`src/rtl/baccarat_deal_fsm.sv`:
```
// Baccarat dealer: requests cards, deals P1,B1,P2,B2, applies the third-card rules and flags the winner.
// Optional per-card wait limit (ERR state, timeout flag) is built when CARD_TIMEOUT_EN is defined.
module baccarat_deal_fsm #(
  parameter int N        = 4,
  parameter int CARD_MAX = 13,
  parameter int TIMEOUT  = 255
) (
  input  logic         clock,
  input  logic         reset,
  input  logic         start,
  input  logic         card_valid,
  input  logic [N-1:0] card_in,
  output logic         card_req,
  output logic [N-1:0] pcard1,
  output logic [N-1:0] pcard2,
  output logic [N-1:0] pcard3,
  output logic [N-1:0] bcard1,
  output logic [N-1:0] bcard2,
  output logic [N-1:0] bcard3,
  output logic [N-1:0] pscore,
  output logic [N-1:0] bscore,
  output logic         player_win,
  output logic         banker_win,
  output logic         tie,
  output logic         done,
  output logic         bad_card,
  output logic         timeout
);

  typedef enum logic [3:0] {
    IDLE, DEAL_P1, DEAL_B1, DEAL_P2, DEAL_B2, CHECK,
    DEAL_P3, BANK_DECIDE, DEAL_B3, DONE, ERR
  } state_t;

  state_t       state_reg;
  logic [N-1:0] pcard1_reg, pcard2_reg, pcard3_reg;
  logic [N-1:0] bcard1_reg, bcard2_reg, bcard3_reg;
  logic         player_win_reg, banker_win_reg, tie_reg;
  logic         done_reg, bad_card_reg;

  logic         card_legal, card_take;
  logic         natural, bank_draw, goto_done, wait_expired;
  logic [N-1:0] final_bscore;

  // Face cards and tens count zero; empty slots (0) also count zero.
  function automatic logic [N:0] card_val(input logic [N-1:0] c);
    return (c >= N'(10)) ? '0 : {1'b0, c};
  endfunction

  function automatic logic [N-1:0] hand_score(input logic [N-1:0] c1, input logic [N-1:0] c2,
                                              input logic [N-1:0] c3);
    logic [N:0] sum;
    sum = card_val(c1) + card_val(c2) + card_val(c3);
    return N'(sum % (N+1)'(10));
  endfunction

  // Banker tableau: depends on whether the player drew and on the value of that third card.
  function automatic logic bank_draws(input logic [N-1:0] p3, input logic [N-1:0] bs);
    int t;
    t = int'(card_val(p3));
    if (p3 == '0) return (bs <= N'(5));
    case (int'(bs))
      0, 1, 2: return 1'b1;
      3:       return (t != 8);
      4:       return (t >= 2 && t <= 7);
      5:       return (t >= 4 && t <= 7);
      6:       return (t >= 6 && t <= 7);
      default: return 1'b0;
    endcase
  endfunction

  assign pscore     = hand_score(pcard1_reg, pcard2_reg, pcard3_reg);
  assign bscore     = hand_score(bcard1_reg, bcard2_reg, bcard3_reg);
  assign card_req   = state_reg inside {DEAL_P1, DEAL_B1, DEAL_P2, DEAL_B2, DEAL_P3, DEAL_B3};
  assign card_legal = (card_in != '0) && (card_in <= N'(CARD_MAX));
  assign card_take  = card_req && card_valid && card_legal;
  assign natural    = (pscore >= N'(8)) || (bscore >= N'(8));
  assign bank_draw  = bank_draws(pcard3_reg, bscore);

  // The banker's third card lands on the same edge the result is latched, so score it from card_in.
  assign final_bscore = (state_reg == DEAL_B3) ? hand_score(bcard1_reg, bcard2_reg, card_in) : bscore;
  assign goto_done    = ((state_reg == CHECK) && natural) ||
                        ((state_reg == BANK_DECIDE) && !bank_draw) ||
                        ((state_reg == DEAL_B3) && card_take);

`ifdef CARD_TIMEOUT_EN
  localparam int TW = (TIMEOUT > 1) ? $clog2(TIMEOUT) : 1;
  logic [TW-1:0] wait_cnt_reg;
  logic          timeout_reg;

  // Cleared outside DEAL_* and on every acceptance, so each card starts its wait from zero.
  always_ff @(posedge clock) begin
    if (reset || !card_req || card_take) begin
      wait_cnt_reg <= '0;
    end else begin
      wait_cnt_reg <= wait_cnt_reg + 1'b1;
    end
  end

  assign wait_expired = card_req && !card_take && (wait_cnt_reg == TW'(TIMEOUT - 1));
  assign timeout      = timeout_reg;
`else
  assign wait_expired = 1'b0;
  assign timeout      = 1'b0;
`endif

  always_ff @(posedge clock) begin
    if (reset) begin
      state_reg      <= IDLE;
      pcard1_reg     <= '0;
      pcard2_reg     <= '0;
      pcard3_reg     <= '0;
      bcard1_reg     <= '0;
      bcard2_reg     <= '0;
      bcard3_reg     <= '0;
      player_win_reg <= 1'b0;
      banker_win_reg <= 1'b0;
      tie_reg        <= 1'b0;
      done_reg       <= 1'b0;
      bad_card_reg   <= 1'b0;
`ifdef CARD_TIMEOUT_EN
      timeout_reg    <= 1'b0;
`endif
    end else begin
      case (state_reg)
        IDLE, DONE, ERR: begin
          if (start) begin
            state_reg      <= DEAL_P1;
            pcard1_reg     <= '0;
            pcard2_reg     <= '0;
            pcard3_reg     <= '0;
            bcard1_reg     <= '0;
            bcard2_reg     <= '0;
            bcard3_reg     <= '0;
            player_win_reg <= 1'b0;
            banker_win_reg <= 1'b0;
            tie_reg        <= 1'b0;
            done_reg       <= 1'b0;
            bad_card_reg   <= 1'b0;
`ifdef CARD_TIMEOUT_EN
            timeout_reg    <= 1'b0;
`endif
          end
        end
        DEAL_P1: if (card_take) begin pcard1_reg <= card_in; state_reg <= DEAL_B1; end
        DEAL_B1: if (card_take) begin bcard1_reg <= card_in; state_reg <= DEAL_P2; end
        DEAL_P2: if (card_take) begin pcard2_reg <= card_in; state_reg <= DEAL_B2; end
        DEAL_B2: if (card_take) begin bcard2_reg <= card_in; state_reg <= CHECK;   end
        CHECK: begin
          if (natural)                 state_reg <= DONE;
          else if (pscore <= N'(5))    state_reg <= DEAL_P3;
          else                         state_reg <= BANK_DECIDE;
        end
        DEAL_P3: if (card_take) begin pcard3_reg <= card_in; state_reg <= BANK_DECIDE; end
        BANK_DECIDE: state_reg <= bank_draw ? DEAL_B3 : DONE;
        DEAL_B3: if (card_take) begin bcard3_reg <= card_in; state_reg <= DONE; end
        default: state_reg <= IDLE;
      endcase

      if (card_req && card_valid && !card_legal) begin
        bad_card_reg <= 1'b1;
      end

      if (wait_expired) begin
        state_reg   <= ERR;
`ifdef CARD_TIMEOUT_EN
        timeout_reg <= 1'b1;
`endif
      end

      if (goto_done) begin
        done_reg       <= 1'b1;
        player_win_reg <= (pscore > final_bscore);
        banker_win_reg <= (pscore < final_bscore);
        tie_reg        <= (pscore == final_bscore);
      end
    end
  end

  assign pcard1     = pcard1_reg;
  assign pcard2     = pcard2_reg;
  assign pcard3     = pcard3_reg;
  assign bcard1     = bcard1_reg;
  assign bcard2     = bcard2_reg;
  assign bcard3     = bcard3_reg;
  assign player_win = player_win_reg;
  assign banker_win = banker_win_reg;
  assign tie        = tie_reg;
  assign done       = done_reg;
  assign bad_card   = bad_card_reg;

endmodule

```
`config.mk`:
```
export PLATFORM = sky130hd
export DESIGN_NAME = baccarat_deal_fsm
export DESIGN_NICKNAME = d
export VERILOG_FILES = /design/src/rtl/baccarat_deal_fsm.sv
export SDC_FILE = /design/constraint.sdc
export NUM_CORES = 1
export LEC_CHECK = 0
export BUFFER_PORTS_ARGS = -buffer_cell sky130_fd_sc_hd__buf_2
export CAP_MARGIN = 20
export CORE_MARGIN = 2
export CORE_UTILIZATION = 45
export DETAILED_ROUTE_END_ITERATION = 12
export PLACE_DENSITY = 0.65
export SLEW_MARGIN = 10
export SYNTH_ARGS = -nofsm -noshare
export SYNTH_HDL_FRONTEND = slang
export SYNTH_SLANG_ARGS = --single-unit
```
`constraint.sdc`:
```
create_clock -name clock -period 5.8 [get_ports clock]
set_input_delay 1.16 -clock clock [delete_from_list [all_inputs] [get_ports clock]]
set_output_delay 1.16 -clock clock [all_outputs]
set_load 0.03 [all_outputs]
```
# After elaboration in Yosys (flattened, before gate mapping)
# Cells that the tools add are included.
[word_totals]
input_bits = 8
latch_bits = 0
ramBits = 0
regBits = 33
rom_bits = 0
out_inout_bits = 39
n_memories = 0
[op_classes]
multipliers = 0
muxes = 38
div = 3
n_lt_le_gt_ge = 18
n_addsub = 5
eq_ne = 25
n_bitwise = 0
n_shift = 0
reduce_logical = 41
[ops]
columns = ["op", "count"]
rows = [
  ["two-way mux 4 bit", 18],
  ["case mux 4 bit (2 select lines)", 6],
  ["greater-or-equal comparator 4 bit, second input constant", 9],
  ["case mux 4 bit (9 select lines)", 1],
  ["== test 4 x 3 -> 1 bit, second input constant", 7],
  ["nonzero test 2 bit", 10],
  ["AND reduction 3 bit", 6],
  ["== test 4 x 2 -> 1 bit, second input constant", 4],
  ["modulo 5 x 4 -> 5 bit, second input constant", 3],
  ["inequality test 2 bit, second input constant", 7],
  ["== test 4 bit, second input constant", 3],
  ["less-or-equal comparator 4 x 3 -> 1 bit, second input constant", 3],
  ["zero test 4 bit", 3],
  ["two-way mux 1 bit", 12],
  ["adder 4 x 4 -> 5 bit", 2],
  ["adder 5 x 4 -> 5 bit", 2],
  ["logical AND 1 bit", 10],
  ["== test 4 x 1 -> 1 bit, second input constant", 2],
  ["greater-or-equal comparator 4 x 3 -> 1 bit, second input constant", 2],
  ["AND reduction 7 bit", 1],
  ["nonzero test 6 bit", 1],
  ["OR reduction 3 bit", 2],
  ["adder 5 bit", 1],
  ["case mux 1 bit (5 select lines)", 1],
  ["10 further kinds", 14],
]

# Logic depth before layout (Yosys ltp)
[depth]
ltp_word = 15
ltp_mapped = 28

# Worst setup path before layout
# No wires, ideal clock.
[synth_timing]
path_type = "register to register"
from = "register bcard1_reg[3], in the netlist bcard1[3]"
to = "register player_win_reg, in the netlist player_win"
t_required_ns = 5.739
stages_incl_launch_ff = 24
period_less_slack_ns = 5.702
arrival_time_ns = 5.641
setup_slack_ns = 0.098
path_cell_list = "dfxtp_1 o21ai_0 and2_1 ha_1 fa_1 fa_1 xor2_1 or3_1 a21o_1 nand3_1 inv_1 ha_1 o21bai_1 maj3_2 a21oi_1 nor2_1 a21oi_1 mux2i_1 ha_1 o21ai_0 nand2b_1 a21oi_1 a2111oi_0 a41o_1"
[synth_between]
elab_chain_cells = 15
word_cells_on_any_way = 32
classes_between = "add/sub (3); div (2); order compare (4); eq/ne (6); mux (6); reduce/logical (11)"
[synth_rtl]
columns = ["item", "line", "rtl"]
rows = [
  ["start, declared", "37", "logic [N-1:0] bcard1_reg, bcard2_reg, bcard3_reg;"],
  ["start signal, assigned", "113", "bcard1_reg <= '0;"],
  ["start signal, assigned", "132", "bcard1_reg <= '0;"],
  ["start signal, assigned", "146", "DEAL_B1: if (card_take) begin bcard1_reg <= card_in; state_reg <= DEAL_P2; end"],
  ["greater-or-equal comparator 4 bit", "47", "return (c >= N'(10)) ? '0 : {1'b0, c};"],
  ["two-way mux 4 bit (*)", "47", ""],
  ["adder 4 x 4 -> 5 bit (*)", "53", "sum = card_val(c1) + card_val(c2) + card_val(c3);"],
  ["adder 5 x 4 -> 5 bit (*)", "53", ""],
  ["modulo 5 x 4 -> 5 bit (*)", "54", "return N'(sum % (N+1)'(10));"],
  ["named net bscore[2]", "21", "output logic [N-1:0] bscore,"],
  ["== test 4 x 1 -> 1 bit (tied with other cells)", "62", "case (int'(bs))"],
  ["OR reduction 3 bit", "62", ""],
  ["case mux 1 bit (5 select lines)", "62", ""],
  ["two-way mux 1 bit", "62", ""],
  ["zero test 1 bit", "83", "((state_reg == BANK_DECIDE) && !bank_draw) ||"],
  ["logical AND 1 bit", "83", ""],
  ["logical OR 1 bit", "82", "assign goto_done = ((state_reg == CHECK) && natural) ||"],
  ["logical OR 1 bit", "83", ""],
  ["nonzero test 2 bit (no line)", "-", ""],
  ["AND reduction 2 bit (no line)", "-", ""],
  ["end signal, assigned", "173", "player_win_reg <= (pscore > final_bscore);"],
  ["end, declared", "38", "logic player_win_reg, banker_win_reg, tie_reg;"],
]
# Mark *: on every way through the listed nets, which the timed path passes. The rest lies on a longest branch. The select of a mux whose other input is x is not followed.
# A chain may end at the register's enable or synchronous reset.

# Worst setup path after layout
[layout_timing]
from = "register bcard1_reg[3], in the netlist bcard1[3]"
to = "output bscore[2]"
[layout_between]
elab_chain_cells = 5
[layout_rtl]
columns = ["item", "line"]
rows = [
  ["greater-or-equal comparator 4 bit", "47"],
  ["two-way mux 4 bit (*)", "47"],
  ["adder 4 x 4 -> 5 bit (*)", "53"],
  ["adder 5 x 4 -> 5 bit (*)", "53"],
  ["modulo 5 x 4 -> 5 bit (*)", "54"],
  ["end, declared", "21"],
]
# Every way passes the cells marked *; elsewhere a longest branch is shown, timed or not.

==> results.yml <==
grt:
  grt_pass1_vias: 2762
  track_usage: 0.203
  grt_pass1_wl_um: 13000
  antenna_found_initial: 0
  grt_overflow: 0
  grt_max_degree: 28
clocking:
  htreeDepth: 2
  cts_made_buffers: 5
  cts_tree: "yes"
  cts_buffer_depth: 2
  root_buffer: "clkbuf_8"
  clkLatencyLatePin_ps: 280
  clock-sinks: 33
  clkSlewWorstSetupHoldPaths_ps: 70
logic_synthesis:
  yosysWarnings: 0
  synthTopCellsByArea: "dfxtp_1 20%, ha_1 11%, a21oi_1 5.5%, nand2_1 5.2%, fa_1 4.9%"
  synthTopCellsByCount: "46 x nand2_1, 36 x a21oi_1, 33 x dfxtp_1"
  synth_edf_count: 0
  ys_types: 75
  post-synth-top-count-cell: "nand2_1"
  synth-seq-cells: 33
  avgSynthCellArea_sq_um: 7.96
  syn-num-nets: 458
  syn_inst: 414
  async_reset_ff_frac: 0
  synth_top_cell_by_area: "dfxtp_1"
  syn-cell-area_sq_mm: 0.00330
  synth-seq-area-share: 0.200
  netlist.area_leader.share: 0.200
  synthFlopType: "dfxtp_1"
job:
  maxCapViolCount: 0
floorplanning:
  die_area_sq_mm: 0.00802
  fp.coreArea_sq_mm: 0.00718
  fp.dieH_um: 89.6
  ios: 47
  rows: 31
  die_w_um: 89.6
  start_util: 0.459
critical_path:
  startpoint_type: "register"
  path_class: "reg -> out"
  cp_max_fo: 6
  worstPathArrival_ps: 4410
  cp.required_ps: 4640
  end_kind: "output pin"
placed_design:
  dp_hpwl_um: 6330
  place_inst: 544
  gp_congestion: 0.888
  io_buffers: 45
pwr:
  leakage_nw: 1.72
  powerDensity_mw_per_mm2: 196
  power_mw: 0.744
  peakVddDrop_v: 0.000169
timing:
  max_freq_mhz: 180
  slew_viol_final: 0
  hold_viol: 0
  period_needed_ps: 5570
  worstMarginPinSlew_ps: 824
  fin_skew_ps: 9.80
  relSlewSlack: 0.449
  setup_viol: 0
  hold_ws_ps: 458
  fin_crit_sh: 0.960
layout:
  stdcell_count: 554
  fill_cells: 715
  nets: 499
  syn2layout_area_growth_pct: 15.2
  final_util: 0.529
  drive_gt1_frac: 0.235
  antennaDiodeCount: 0
drt:
  post_drt_wl_per_cell_um: 14.7
  drc: 0
  totalWireLength_um: 8130
  first_pass_iters: 4
  initialDrtViolationCount: 110
  vias_per_cell: 5.55
  ant_nets: 0
  vias: 3076
status:
  outcome: "finished, final reports clean"
min_path:
  hold_path_class: "reg -> reg"
[worst max-delay path, stage by stage, from the launching register on]
cell,delay [ps]
dfxtp_1,410
o21ai_0,100
and2_1,160
ha_1,220
fa_2,480
fa_2,440
xor2_2,200
or3_1,360
a21o_1,180
nand3_1,100
inv_1,80
ha_1,170
o21bai_1,180
maj3_2,360
a21oi_4,210
nor2_1,60
a21oi_1,180
clkbuf_4,230
[cell usage in the layout, fill, tap and decap left out, drive strengths merged, types with 6 or more instances in the layout]
cell type  Yosys  final
mux2i          8      8
xor2           7      7
xnor2          9      9
clkbuf        14      7
ha            28     28
a21oi         40     40
nor3           6      6
nor3b          9      9
nand2         47     47
o21bai         8      8
a21o           6      6
nor2b         12     12
buf            5     51
nor2          19     19
dfxtp         33     33
o21ai         20     20
and2           7      7
fa             8      8
nand3         27     27
inv           25     25
nand2b        12     12
[layout make-up]
class                           instances  area [sq um]  share of cell area
Clock inverter                          2          35.0             0.00923
Clock buffer                            5          68.8              0.0181
Multi-Input combinational cell        336          2520               0.664
Timing Repair Buffer                   53           288              0.0758
Sequential cell                        33           662               0.174
Tap cell                               99           124              0.0326
Inverter                               26          97.6              0.0257
[worst paths after layout]
check / slack, ps / from / depth (start not counted) / endpoint
max: 230 / bcard1[3] / 17 / bscore[2]
min: 460 / done / 2 / done
max reg2reg: 350 / bcard1[3] / 25 / player_win
min reg2reg: 460 / done / 2 / done
[kinds of logic after synthesis]
family                   after synthesis  synth area share
AND/OR/NAND/NOR                      155             0.241
flip-flops                            33             0.200
other                                  1           0.00114
XOR/XNOR                              16            0.0505
adder cells (fa/ha/maj)               39             0.165
buffers and inverters                 45            0.0566
AO/OA/AOI/OAI                        115             0.254
multiplexers                          10            0.0311
[through the flow]
step	TNS [ps]	setup WS (ps)	instance area [sq um]
6_report	0	234	3800
5_1_grt	-0.154	-0.154	3800
4_1_cts	0	36.4	3700
3_5_place_dp	0	116	3590
3_3_place_gp	0	233	3590
2_1_floorplan	0	97.8	3300
[per-layer routing]
layer / track usage / wire length (um)
met1: 0.269 / 3780
met2: 0.344 / 3990
met3: 0.0265 / 242
met4: 0.0638 / 110
met5: 0 / 0
[power breakdown]
group          internal (mW)  switching (mW)
registers              0.236          0.0250
logic                  0.103           0.174
clock network          0.125          0.0804
[what timing repair did]
action	CTS	global route
endpoints found under the setup margin	2	5
buffers inserted	0	2
pin swaps	0	2
gates resized for setup	1	21
hold buffers	0	0
No activity file was read; power rests on OpenSTA's default activity.
